$ cat src/rtl/vgather.sv
// Packs a scalar element stream into zero-padded vectors for the reduce tree.
// One fill buffer plus one output register; sum_valid tracks tree depth.
module vgather #(
  parameter int VECTOR_SIZE = 16,
  parameter int INT_SIZE    = 16,
  parameter int LATENCY     = $clog2(VECTOR_SIZE)
) (
  input  logic                                 clock,
  input  logic                                 resetn,
  input  logic                                 in_valid,
  output logic                                 in_ready,
  input  logic [INT_SIZE-1:0]                  in_data,
  input  logic                                 in_last,
  output logic                                 out_valid,
  input  logic                                 out_ready,
  output logic [VECTOR_SIZE-1:0][INT_SIZE-1:0] out_vec,
  output logic [$clog2(VECTOR_SIZE):0]         out_count,
  output logic                                 sum_valid
);
  localparam int IW = $clog2(VECTOR_SIZE);
  localparam int CW = IW + 1;

  typedef logic [VECTOR_SIZE-1:0][INT_SIZE-1:0] vec_t;

  vec_t          fbuf_q, fbuf_d;
  vec_t          ovec_q, ovec_d;
  vec_t          merged;
  logic [IW-1:0] idx_q, idx_d;
  logic [CW-1:0] pcnt_q, pcnt_d;
  logic [CW-1:0] ocnt_q, ocnt_d;
  logic [CW-1:0] cnt;
  logic          full_q, full_d;
  logic          ov_q, ov_d;
  logic          acc, done, free, fire;

  // Lanes at or beyond the real count read zero, never stale buffer data.
  function automatic vec_t pad(vec_t v, logic [CW-1:0] n);
    vec_t r;
    for (int k = 0; k < VECTOR_SIZE; k++)
      r[k] = (CW'(k) < n) ? v[k] : '0;
    return r;
  endfunction

  assign in_ready  = !full_q;
  assign acc       = in_valid && !full_q;
  assign fire      = ov_q && out_ready;
  assign free      = !ov_q || out_ready;
  assign done      = acc && (in_last || idx_q == IW'(VECTOR_SIZE-1));
  assign cnt       = {1'b0, idx_q} + CW'(1);
  assign out_valid = ov_q;
  assign out_vec   = ovec_q;
  assign out_count = ocnt_q;

  always_comb begin
    merged        = fbuf_q;
    merged[idx_q] = in_data;
    fbuf_d        = acc ? merged : fbuf_q;
    idx_d         = idx_q;
    if (acc)
      idx_d = done ? '0 : idx_q + IW'(1);
    full_d = full_q;
    pcnt_d = pcnt_q;
    ov_d   = ov_q;
    ovec_d = ovec_q;
    ocnt_d = ocnt_q;
    unique case (1'b1)
      full_q && free: begin
        ovec_d = pad(fbuf_q, pcnt_q);
        ocnt_d = pcnt_q;
        ov_d   = 1'b1;
        full_d = 1'b0;
      end
      done && free: begin
        ovec_d = pad(merged, cnt);
        ocnt_d = cnt;
        ov_d   = 1'b1;
      end
      done && !free: begin
        pcnt_d = cnt;
        full_d = 1'b1;
      end
      fire && !done && !full_q: begin
        ov_d = 1'b0;
      end
      default: begin
      end
    endcase
  end

  always_ff @(posedge clock or negedge resetn) begin
    if (!resetn) begin
      fbuf_q <= '0;
      idx_q  <= '0;
      pcnt_q <= '0;
      full_q <= 1'b0;
      ov_q   <= 1'b0;
      ovec_q <= '0;
      ocnt_q <= '0;
    end else begin
      fbuf_q <= fbuf_d;
      idx_q  <= idx_d;
      pcnt_q <= pcnt_d;
      full_q <= full_d;
      ov_q   <= ov_d;
      ovec_q <= ovec_d;
      ocnt_q <= ocnt_d;
    end
  end

  generate
    if (LATENCY == 0) begin : g_comb
      assign sum_valid = fire;
    end else begin : g_pipe
      localparam int PW = LATENCY;
      logic [PW-1:0] pipe_q;
      always_ff @(posedge clock or negedge resetn) begin
        if (!resetn)
          pipe_q <= '0;
        else
          pipe_q <= PW'({pipe_q, fire});
      end
      assign sum_valid = pipe_q[PW-1];
    end
  endgenerate

endmodule

$ cat config.mk
export PLATFORM = sky130hd
export DESIGN_NAME = vgather
export DESIGN_NICKNAME = d
export VERILOG_FILES = /design/src/rtl/vgather.sv
export SDC_FILE = /design/constraint.sdc
export NUM_CORES = 1
export LEC_CHECK = 0
export CORE_MARGIN = 2
export CORE_UTILIZATION = 40
export DETAILED_ROUTE_END_ITERATION = 8
export DONT_BUFFER_PORTS = 1
export GPL_TIMING_DRIVEN = 0
export SYNTH_ARGS = -nofsm -noshare
export SYNTH_HDL_FRONTEND = slang
export SYNTH_SLANG_ARGS = --single-unit
$ cat constraint.sdc
create_clock -name clock -period 3.4 [get_ports clock]
set_input_delay 0.51 -clock clock [delete_from_list [all_inputs] [get_ports clock]]
set_output_delay 0.51 -clock clock [all_outputs]
set_load 0.01 [all_outputs]
==> flow_metrics.tcl, run 1 <==
set metrics [dict create \
    start_util_pct 40.4 \
    synth.area.top_cells "dfrtp_1 56%, mux2_2 9.1%, mux2i_1 5.6%" \
    syn_inst 2077 \
    final_cells 2956 \
    yosys.area.top_type "dfrtp_1" \
    setup_violations 0 \
    swShare_pct 30.8 \
    power_density_mw_per_mm2 690 \
    die_area_mm2 0.0614 \
    path_class "reg2reg" \
    worst_pin_slew_ps 1580 \
    antenna_found_initial 4 \
    rsz0062_at_grt "false" \
    setup_tns_ps 0 \
    nNetsFinal 2162 \
    clk_path_buf_depth 3 \
    p_int_mw 12.7 \
    via_count 18000 \
    synth_top_area_share_pct 56.0 \
    syn_nets 2103 \
    p_seq_share_pct 49.1 \
    cts-root-buf "clkbuf_16" \
    synth_commonest_cells "532 x dfrtp_1, 193 x mux2_2, 190 x o21ai_0" \
    std_cell_rows 89 \
    totalWireLength_mm 87.5 \
    worstHoldPathType "in2async" \
    p_switching_mw 5.67 \
    crit_arrival_ps 3800 \
    drv_cap 0 \
    grt_max_degree 533 \
    synth.most_common_cell "dfrtp_1" \
    ys_seq_elements 532 \
    hold_viol 532 \
    synth_ff_type "dfrtp_1" \
    die_x_um 248 \
    startpoint_type "flip-flop" \
    place_inst 2851 \
    fin_hold_ws_ps -364 \
    core_mm2 0.0589 \
    htree_levels 2 \
    seq_area_mm2 0.0133 \
    postCtsSetupBuffers 0 \
    grt_pass1_wl_mm 126 \
    required_ps 3870 \
    power.share.combinational_pct 16.1 \
    antenna_left 0 \
    multi_input_area_mm2 0.00956 \
    grt_overflow_total 0 \
    gp_congestion 0.945 \
    vdd_drop_max_v 0.000390 \
    grt.total_usage_pct 28.3 \
    slew_viol_final 141 \
    async_flop_share_pct 100 \
    max-slew-margin-rel_pct -5.16 \
    numPortBuffers 0 \
    yosys_warnings 0 \
    pwr-share-clk_pct 34.8 \
    drt_first_pass_iters 5 \
    insertion_delay_ps 620 \
    area_growth_pct 12.3 \
    dp_hpwl_mm 59.9 \
    synth_edf_count 0 \
    violations "negative hold slack, max-slew violations" \
    clkTransAtPathRegs_ps 60 \
    max_clock_freq_mhz 300 \
    synth-seq-area-share_pct 56.0 \
    grt_pass1_vias 18000 \
    setup.worst_path.end_class "flip-flop" \
    drtIter0Drc 1697 \
    cts-buffers-inserted 56 \
    tritoncts "built" \
    die_h_um 248 \
    min_period_ps 3330 \
    fillers 5353 \
    synth_area_mm2 0.0238 \
    post-route-period-util_pct 97.9 \
    pin_count 285 \
    power.leakage_nw 12.3 \
    via_per_inst 6.08 \
    fin_util_pct 45.3 \
    fin_skew_ps 16.3 \
    clkSinkCount 532 \
    status "finished, violations left" \
    layout-drive-gt1-share_pct 17.2 \
    wl_per_cell_um 29.6 \
    ys_types 67 \
    crit_fanout 10 \
    syn_area_per_cell_um2 11.4 \
    drc_errors 0 \
]
critical path, stage by stage, from the launching register on:
cell      delay, ps
dfrtp_1         570
ha_1            210
buf_2           210
a31o_2          220
a21oi_1         140
or2_1           240
buf_2           230
buf_4           250
clkbuf_4        260
buf_4           230
a221oi_1        490
nor2_1          120
kinds of logic (layout without fill, tap and decap cells):
| kind of cell | Yosys count | in the layout | synth area share [%] |
|---|---|---|---|
| and+or+nand+nor | 432 | 432 | 8.25 |
| xor gates and xnor gates | 3 | 3 | 0.111 |
| DFF | 532 | 532 | 56.0 |
| other | 0 | 1 | 0 |
| AOI/OAI and AO/OA | 566 | 566 | 16.8 |
| adders and majority gates | 5 | 5 | 0.263 |
| buffers and inverters | 214 | 319 | 3.88 |
| muxes | 325 | 325 | 14.7 |
final timing paths:
check                                            from  slack, ps                          to  cells after the start
max                              idx_q[1]$_DFFE_PN0P_         70    out_vec[178]$_DFFE_PN0P_                     11
min                                            resetn       -360     fbuf_q[173]$_DFFE_PN0P_                      0
max reg2reg                      idx_q[1]$_DFFE_PN0P_         70    out_vec[178]$_DFFE_PN0P_                     11
min reg2reg                g_pipe.pipe_q[1]$_DFF_PN0_        350  g_pipe.pipe_q[2]$_DFF_PN0_                      0
max in group asynchronous                      resetn       2550    out_vec[119]$_DFFE_PN0P_                      0
min in group clock                          out_ready         40  g_pipe.pipe_q[0]$_DFF_PN0_                      1
per-layer routing:
layer	track usage (%)	vias to the layer above	routed length, um
met1	36.3	9428	35000
met3	8.87	169	8160
met2	44.5	726	40600
met4	11.5	4	3710
met5	0	-	27
li1	-	7655	-
through the flow:
step / cell area [um^2] / total power, mW / setup slack (ps)
3_5_place_dp: 24800 / 12.1 / -156
6_report: 26700 / 18.4 / 70.9
5_1_grt: 26700 / 19.2 / 5.08
4_1_cts: 26700 / 18.5 / 11.8
3_3_place_gp: 24700 / 11.9 / -584
2_1_floorplan: 23800 / 10.8 / 1010
layout by cell type, fill, tap and decap left out, types with 8 or more instances in the layout:
cell / synthesis / layout
dfrtp_1: 532 / 532
mux2_2: 193 / 193
o21ai_0: 190 / 190
nand2_1: 163 / 163
nor2_1: 133 / 132
mux2i_1: 132 / 132
clkbuf_1: 119 / 128
a221o_1: 91 / 91
a22oi_1: 78 / 78
a21oi_1: 64 / 63
clkbuf_16: 0 / 57
buf_2: 47 / 46
and2_1: 41 / 41
a2bb2oi_1: 39 / 39
and2_0: 32 / 32
inv_1: 28 / 28
a221oi_1: 28 / 28
nor3_1: 15 / 15
clkbuf_8: 0 / 15
buf_4: 14 / 14
o22a_1: 13 / 13
o21ai_1: 11 / 11
nor2b_1: 8 / 8
flip-flops by register name, indices dropped and copies added (netlist names):
name / flops
fbuf_q: 256
out_vec: 256
out_count: 5
pcnt_q: 5
g_pipe.pipe_q: 4
idx_q: 4
full_q: 1
out_valid: 1
final cells by class:
type / instances / area share, %
antenna: 1 / 0.00937
buffer: 184 / 3.06
clock buffer: 86 / 6.31
clock inverter: 18 / 0.876
inverter: 30 / 0.422
multi-input combinational: 1331 / 35.8
sequential: 532 / 49.8
tap: 773 / 3.62
timing repair buffer: 1 / 0.0562
power groups by stage:
stage / Clock (mW) / Combinational, mW / Sequential, mW
2_1_floorplan: 0 / 2.18 / 8.66
3_3_place_gp: 0 / 2.82 / 9.08
3_5_place_dp: 0 / 2.92 / 9.15
4_1_cts: 6.48 / 2.93 / 9.04
5_1_grt: 6.78 / 3.25 / 9.20
6_report: 6.41 / 2.96 / 9.05
timing repair:
action                                 CTS  global route
setup endpoints to repair               12            48
cloned                                   0             0
resized for setup                        1            13
endpoints found under the hold margin  532           532
Power figures use the tool's default switching activity.
==> inputs of run 2 (changes only) <==
==> constraint.sdc (replaced) <==
create_clock -name clock -period 3.25 [get_ports clock]
set_input_delay 0.4875 -clock clock [delete_from_list [all_inputs] [get_ports clock]]
set_output_delay 0.4875 -clock clock [all_outputs]
set_load 0.01 [all_outputs]
==> flow_metrics.tcl, run 2 (synthesized netlist as in run 1, its figures left out) <==
set metrics [dict create \
    via_per_inst 6.13 \
    worst_pin_slew_ps 1460 \
    finalPower_mw 19.3 \
    rsz0062_at_grt "true" \
    status "finished, violations left" \
    nNetsFinal 2167 \
    area_growth_pct 12.6 \
    path_common_cell "buf_2" \
    die_h_um 248 \
    totalWireLength_mm 87.5 \
    setup.worst_path.end_class "flip-flop" \
    antenna_found_initial 5 \
    clk_path_buf_depth 3 \
    worstPathCellList "buf_2, nand2b_1, buf_2, buf_2, clkbuf_1, clkbuf_2, nand2_1, o21ai_0" \
    clkTransAtPathRegs_ps 60 \
    stdcell_area_mm2 0.0268 \
    die_area_mm2 0.0614 \
    numPortBuffers 0 \
    htree_levels 2 \
    fin_hold_ws_ps -389 \
    final_cell_mix "532 x dfrtp_1, 193 x mux2_2, 190 x o21ai_0, 163 x nand2_1" \
    grt_pass1_wl_mm 126 \
    crit_fanout 10 \
    max_clock_freq_mhz 318 \
    antenna_left 0 \
    place_area_mm2 0.0248 \
    setup_violations 0 \
    fin_skew_ps 14.0 \
    die_x_um 248 \
    gp_congestion 0.945 \
    cts-root-buf "clkbuf_16" \
    slew_viol_final 0 \
    fillers 5355 \
    cpPeakStageDelay_ps 730 \
    worstHoldPathType "in2async" \
    slowest_stage "clkbuf_1" \
    drt_first_pass_iters 5 \
    critPathBufInv 5 \
    violations "negative hold slack" \
    pin_count 285 \
    ctsHoldBuffers 1 \
    core_mm2 0.0589 \
    crit_arrival_ps 3670 \
    grt.total_usage_pct 28.3 \
    grt_overflow_total 0 \
    dp_hpwl_mm 59.9 \
    required_ps 3770 \
    drc_errors 0 \
    power.leakage_nw 12.3 \
    cts-buffers-inserted 56 \
    min_period_ps 3140 \
    tritoncts "built" \
    start_util_pct 40.4 \
    max-slew-margin-rel_pct 2.53 \
    cp_top_family "buffers and inverters" \
    path_class "reg2reg" \
    wl_per_cell_um 29.6 \
    grt_pass1_vias 18000 \
    layout_commonest_cell "dfrtp_1" \
    post-route-period-util_pct 96.7 \
    insertion_delay_ps 620 \
    clkSinkCount 532 \
    hold_viol 532 \
    layout-drive-gt1-share_pct 17.6 \
    diodes 0 \
    power_density_mw_per_mm2 720 \
    drv_cap 0 \
    startpoint_type "flip-flop" \
    drtIter0Drc 1760 \
    std_cell_rows 89 \
    grt_max_degree 533 \
    via_count 18100 \
    vdd_drop_max_v 0.000405 \
]
-- run 2: area by class of cell --
| type | count | area (um^2) | area share, % |
|---|---|---|---|
| sequential | 532 | 13300 | 49.7 |
| multi-input combinational | 1331 | 9590 | 35.8 |
| clock buffer | 86 | 1690 | 6.29 |
| tap | 773 | 967 | 3.61 |
| buffer | 183 | 820 | 3.06 |
| clock inverter | 18 | 234 | 0.874 |
| inverter | 30 | 113 | 0.420 |
| timing repair buffer | 7 | 62.6 | 0.234 |
-- run 2: per-stage QoR --
step	setup slack [ps]	util [%]	TNS, ps	hold slack (ps)	cells
after CTS	21.7	45.4	0	-413	2955
after detailed placement	-306	42.0	-4390	234	2851
after global routing	-96.3	45.5	-387	-410	2960
after global placement	-734	42.0	-19610	237	2850
final	108	45.5	0	-389	2960
after floorplan	862	-	0	192	2077
-- run 2: per-layer routing --
layer	track usage [%]	part of all wire (%)	vias to the layer above
met2	44.5	47	776
met5	0	0.031	-
met3	8.85	9.3	173
li1	-	-	7652
met4	11.4	4.1	4
met1	36.3	40	9537
-- run 2: worst paths after layout --
kind,end,from,slack (ps),depth (start not counted)
max,fbuf_q[191]$_DFFE_PN0P_,full_q$_DFFE_PN0P_,110,8
min,fbuf_q[173]$_DFFE_PN0P_,resetn,-390,0
max reg2reg,fbuf_q[191]$_DFFE_PN0P_,full_q$_DFFE_PN0P_,110,8
min reg2reg,g_pipe.pipe_q[2]$_DFF_PN0_,g_pipe.pipe_q[1]$_DFF_PN0_,350,0
max in group asynchronous,out_vec[120]$_DFFE_PN0P_,resetn,2510,0
min in group clock,full_q$_DFFE_PN0P_,in_valid,70,2
-- run 2: repair_timing --
action | 4_1_cts | 5_1_grt
hold endpoints to repair | 533 | 532
buffers inserted | 0 | 5
resized for setup | 7 | 13
setup endpoints to repair | 62 | 85
pin swaps | 0 | 2
-- run 2: where the power goes --
part / total (mW) / internal, mW / switching (mW) / leakage [nW]
clock network: 6.71 / 3.96 / 2.75 / 0.938
logic: 3.12 / 1.39 / 1.73 / 4.45
registers: 9.47 / 8.00 / 1.48 / 6.91
total: 19.3 / 13.3 / 5.95 / 12.3
==> inputs of run 3 (changes only) <==
--- a/config.mk
+++ b/config.mk
@@ -5,7 +5,6 @@
 export SDC_FILE = /design/constraint.sdc
 export NUM_CORES = 1
 export LEC_CHECK = 0
-export CORE_MARGIN = 2
 export CORE_UTILIZATION = 40
 export DETAILED_ROUTE_END_ITERATION = 8
 export DONT_BUFFER_PORTS = 1
==> flow_metrics.tcl, run 3 (synthesized netlist as in run 1, its figures left out) <==
set metrics [dict create \
    path_class "reg2reg" \
    fin_hold_ws_ps -397 \
    insertion_delay_ps 620 \
    crit_fanout 10 \
    vdd_drop_max_v 0.000402 \
    grt_pass1_wl_mm 127 \
    pin_count 285 \
    drc_errors 0 \
    numPortBuffers 0 \
    hold_viol 221 \
    clkSinkCount 532 \
    p_seq_share_pct 48.4 \
    p_switching_mw 5.93 \
    nNetsFinal 2165 \
    power.share.combinational_pct 16.0 \
    htree_levels 2 \
    layout-drive-gt1-share_pct 17.6 \
    max_clock_freq_mhz 317 \
    core_mm2 0.0589 \
    via_per_inst 6.10 \
    via_count 18000 \
    layout_commonest_cell "dfrtp_1" \
    fin_util_pct 45.6 \
    drv_cap 1 \
    die_x_um 246 \
    power_density_mw_per_mm2 728 \
    setup.worst_path.end_class "flip-flop" \
    power.leakage_nw 12.3 \
    p_int_mw 13.6 \
    grt_pass1_vias 18100 \
    worstHoldPathType "in2async" \
    post-route-period-util_pct 96.9 \
    layout_setup_ws_ps 99.6 \
    swShare_pct 30.3 \
    worst_pin_slew_ps 3370 \
    cts-buffers-inserted 56 \
    violations "negative hold slack, max-capacitance violations, max-slew violations" \
    fillers 5374 \
    pwr-share-clk_pct 35.6 \
    final_cell_mix "532 x dfrtp_1, 193 x mux2_2, 189 x o21ai_0, 163 x nand2_1" \
    start_util_pct 40.4 \
    fin_skew_ps 28.4 \
    grt_max_degree 533 \
    die_h_um 246 \
    clkTransAtPathRegs_ps 70 \
    std_cell_rows 89 \
    grt.total_usage_pct 28.9 \
    ctsHoldBuffers 1 \
    totalWireLength_mm 87.5 \
    dp_hpwl_mm 59.9 \
    crit_arrival_ps 3640 \
    antenna_left 0 \
    area_growth_pct 13.0 \
    clk_path_buf_depth 3 \
    drtIter0Drc 1791 \
    finalPower_mw 19.6 \
    die_area_mm2 0.0604 \
    status "finished, violations left" \
    startpoint_type "flip-flop" \
    slew_viol_final 397 \
    antenna_found_initial 3 \
    drt_first_pass_iters 6 \
    cts-root-buf "clkbuf_16" \
    grt_overflow_total 0 \
    gp_congestion 0.948 \
    tritoncts "built" \
    required_ps 3740 \
    max-slew-margin-rel_pct -125 \
    dp_slack_ps -479 \
    setup_violations 0 \
    min_period_ps 3150 \
    wl_per_cell_um 29.6 \
]
-- run 3: cell count changes in the layout (fill, tap and decap cells not counted), moves of 2 or more --
cell        change
clkinvlp_4      -3
clkbuf_1        -4
diode_2         +3
bufinv_16       +4
buf_4           -2
-- run 3: worst paths after layout --
kind | start | end | slack (ps) | cells after the start
min | resetn | fbuf_q[166]$_DFFE_PN0P_ | -400 | 0
max | idx_q[1]$_DFFE_PN0P_ | out_vec[225]$_DFFE_PN0P_ | 100 | 8
max in group asynchronous | resetn | fbuf_q[182]$_DFFE_PN0P_ | 1050 | 0
min reg2reg | g_pipe.pipe_q[2]$_DFF_PN0_ | g_pipe.pipe_q[3]$_DFF_PN0_ | 360 | 0
min in group clock | in_valid | full_q$_DFFE_PN0P_ | 50 | 2
max reg2reg | idx_q[1]$_DFFE_PN0P_ | out_vec[225]$_DFFE_PN0P_ | 100 | 8
-- run 3: metrics by stage --
stage / instances / TNS [ps] / cell area [um^2]
after floorplan: 2077 / 0 / 23800
after global placement: 2850 / -20430 / 24700
after detailed placement: 2851 / -9180 / 24800
after CTS: 2953 / 0 / 26800
after global routing: 2954 / -3.34 / 26900
final: 2957 / 0 / 26900
-- run 3: layout make-up --
class                           count  area, um^2  share of cell area, %
Sequential cell                   532       13300                   49.6
Multi-Input combinational cell   1331        9600                   35.7
Clock buffer                       83        1660                   6.19
Tap cell                          773         967                   3.60
Buffer                            183         827                   3.08
Clock inverter                     17         318                   1.18
Inverter                           30         113                  0.419
Timing Repair Buffer                5        60.1                  0.224
Antenna cell                        3        7.51                 0.0279
-- run 3: timing repair --
action | 4_1_cts | 5_1_grt
setup endpoints to repair | 99 | 80
endpoints found under the hold margin | 533 | 532
pin swaps | 2 | 0
resized for setup | 5 | 21
setup buffers | 2 | 1
-- run 3: power by group through the flow --
stage / clock [mW] / combinational, mW / sequential [mW]
floorplan: 0 / 2.28 / 9.06
global placement: 0 / 2.95 / 9.49
detailed placement: 0 / 3.07 / 9.56
CTS: 7.03 / 3.09 / 9.45
global route: 7.30 / 3.42 / 9.62
finish: 6.96 / 3.13 / 9.46
-- run 3: critical path: stages (launching register included) --
cell and delay, ps:
dfrtp_1 580, ha_1 220, clkbuf_1 440, a21bo_2 220, o22ai_1 150, a21oi_1 670, buf_2 370, nor4_1 80
a221o_1 280
-- run 3: per-layer routing --
layer	up-vias	global-route usage [%]	wire length (um)
met5	-	0	0
met4	0	14.2	4310
met3	196	7.84	7970
met2	800	44.9	40100
met1	9381	37.1	35200
li1	7659	-	-
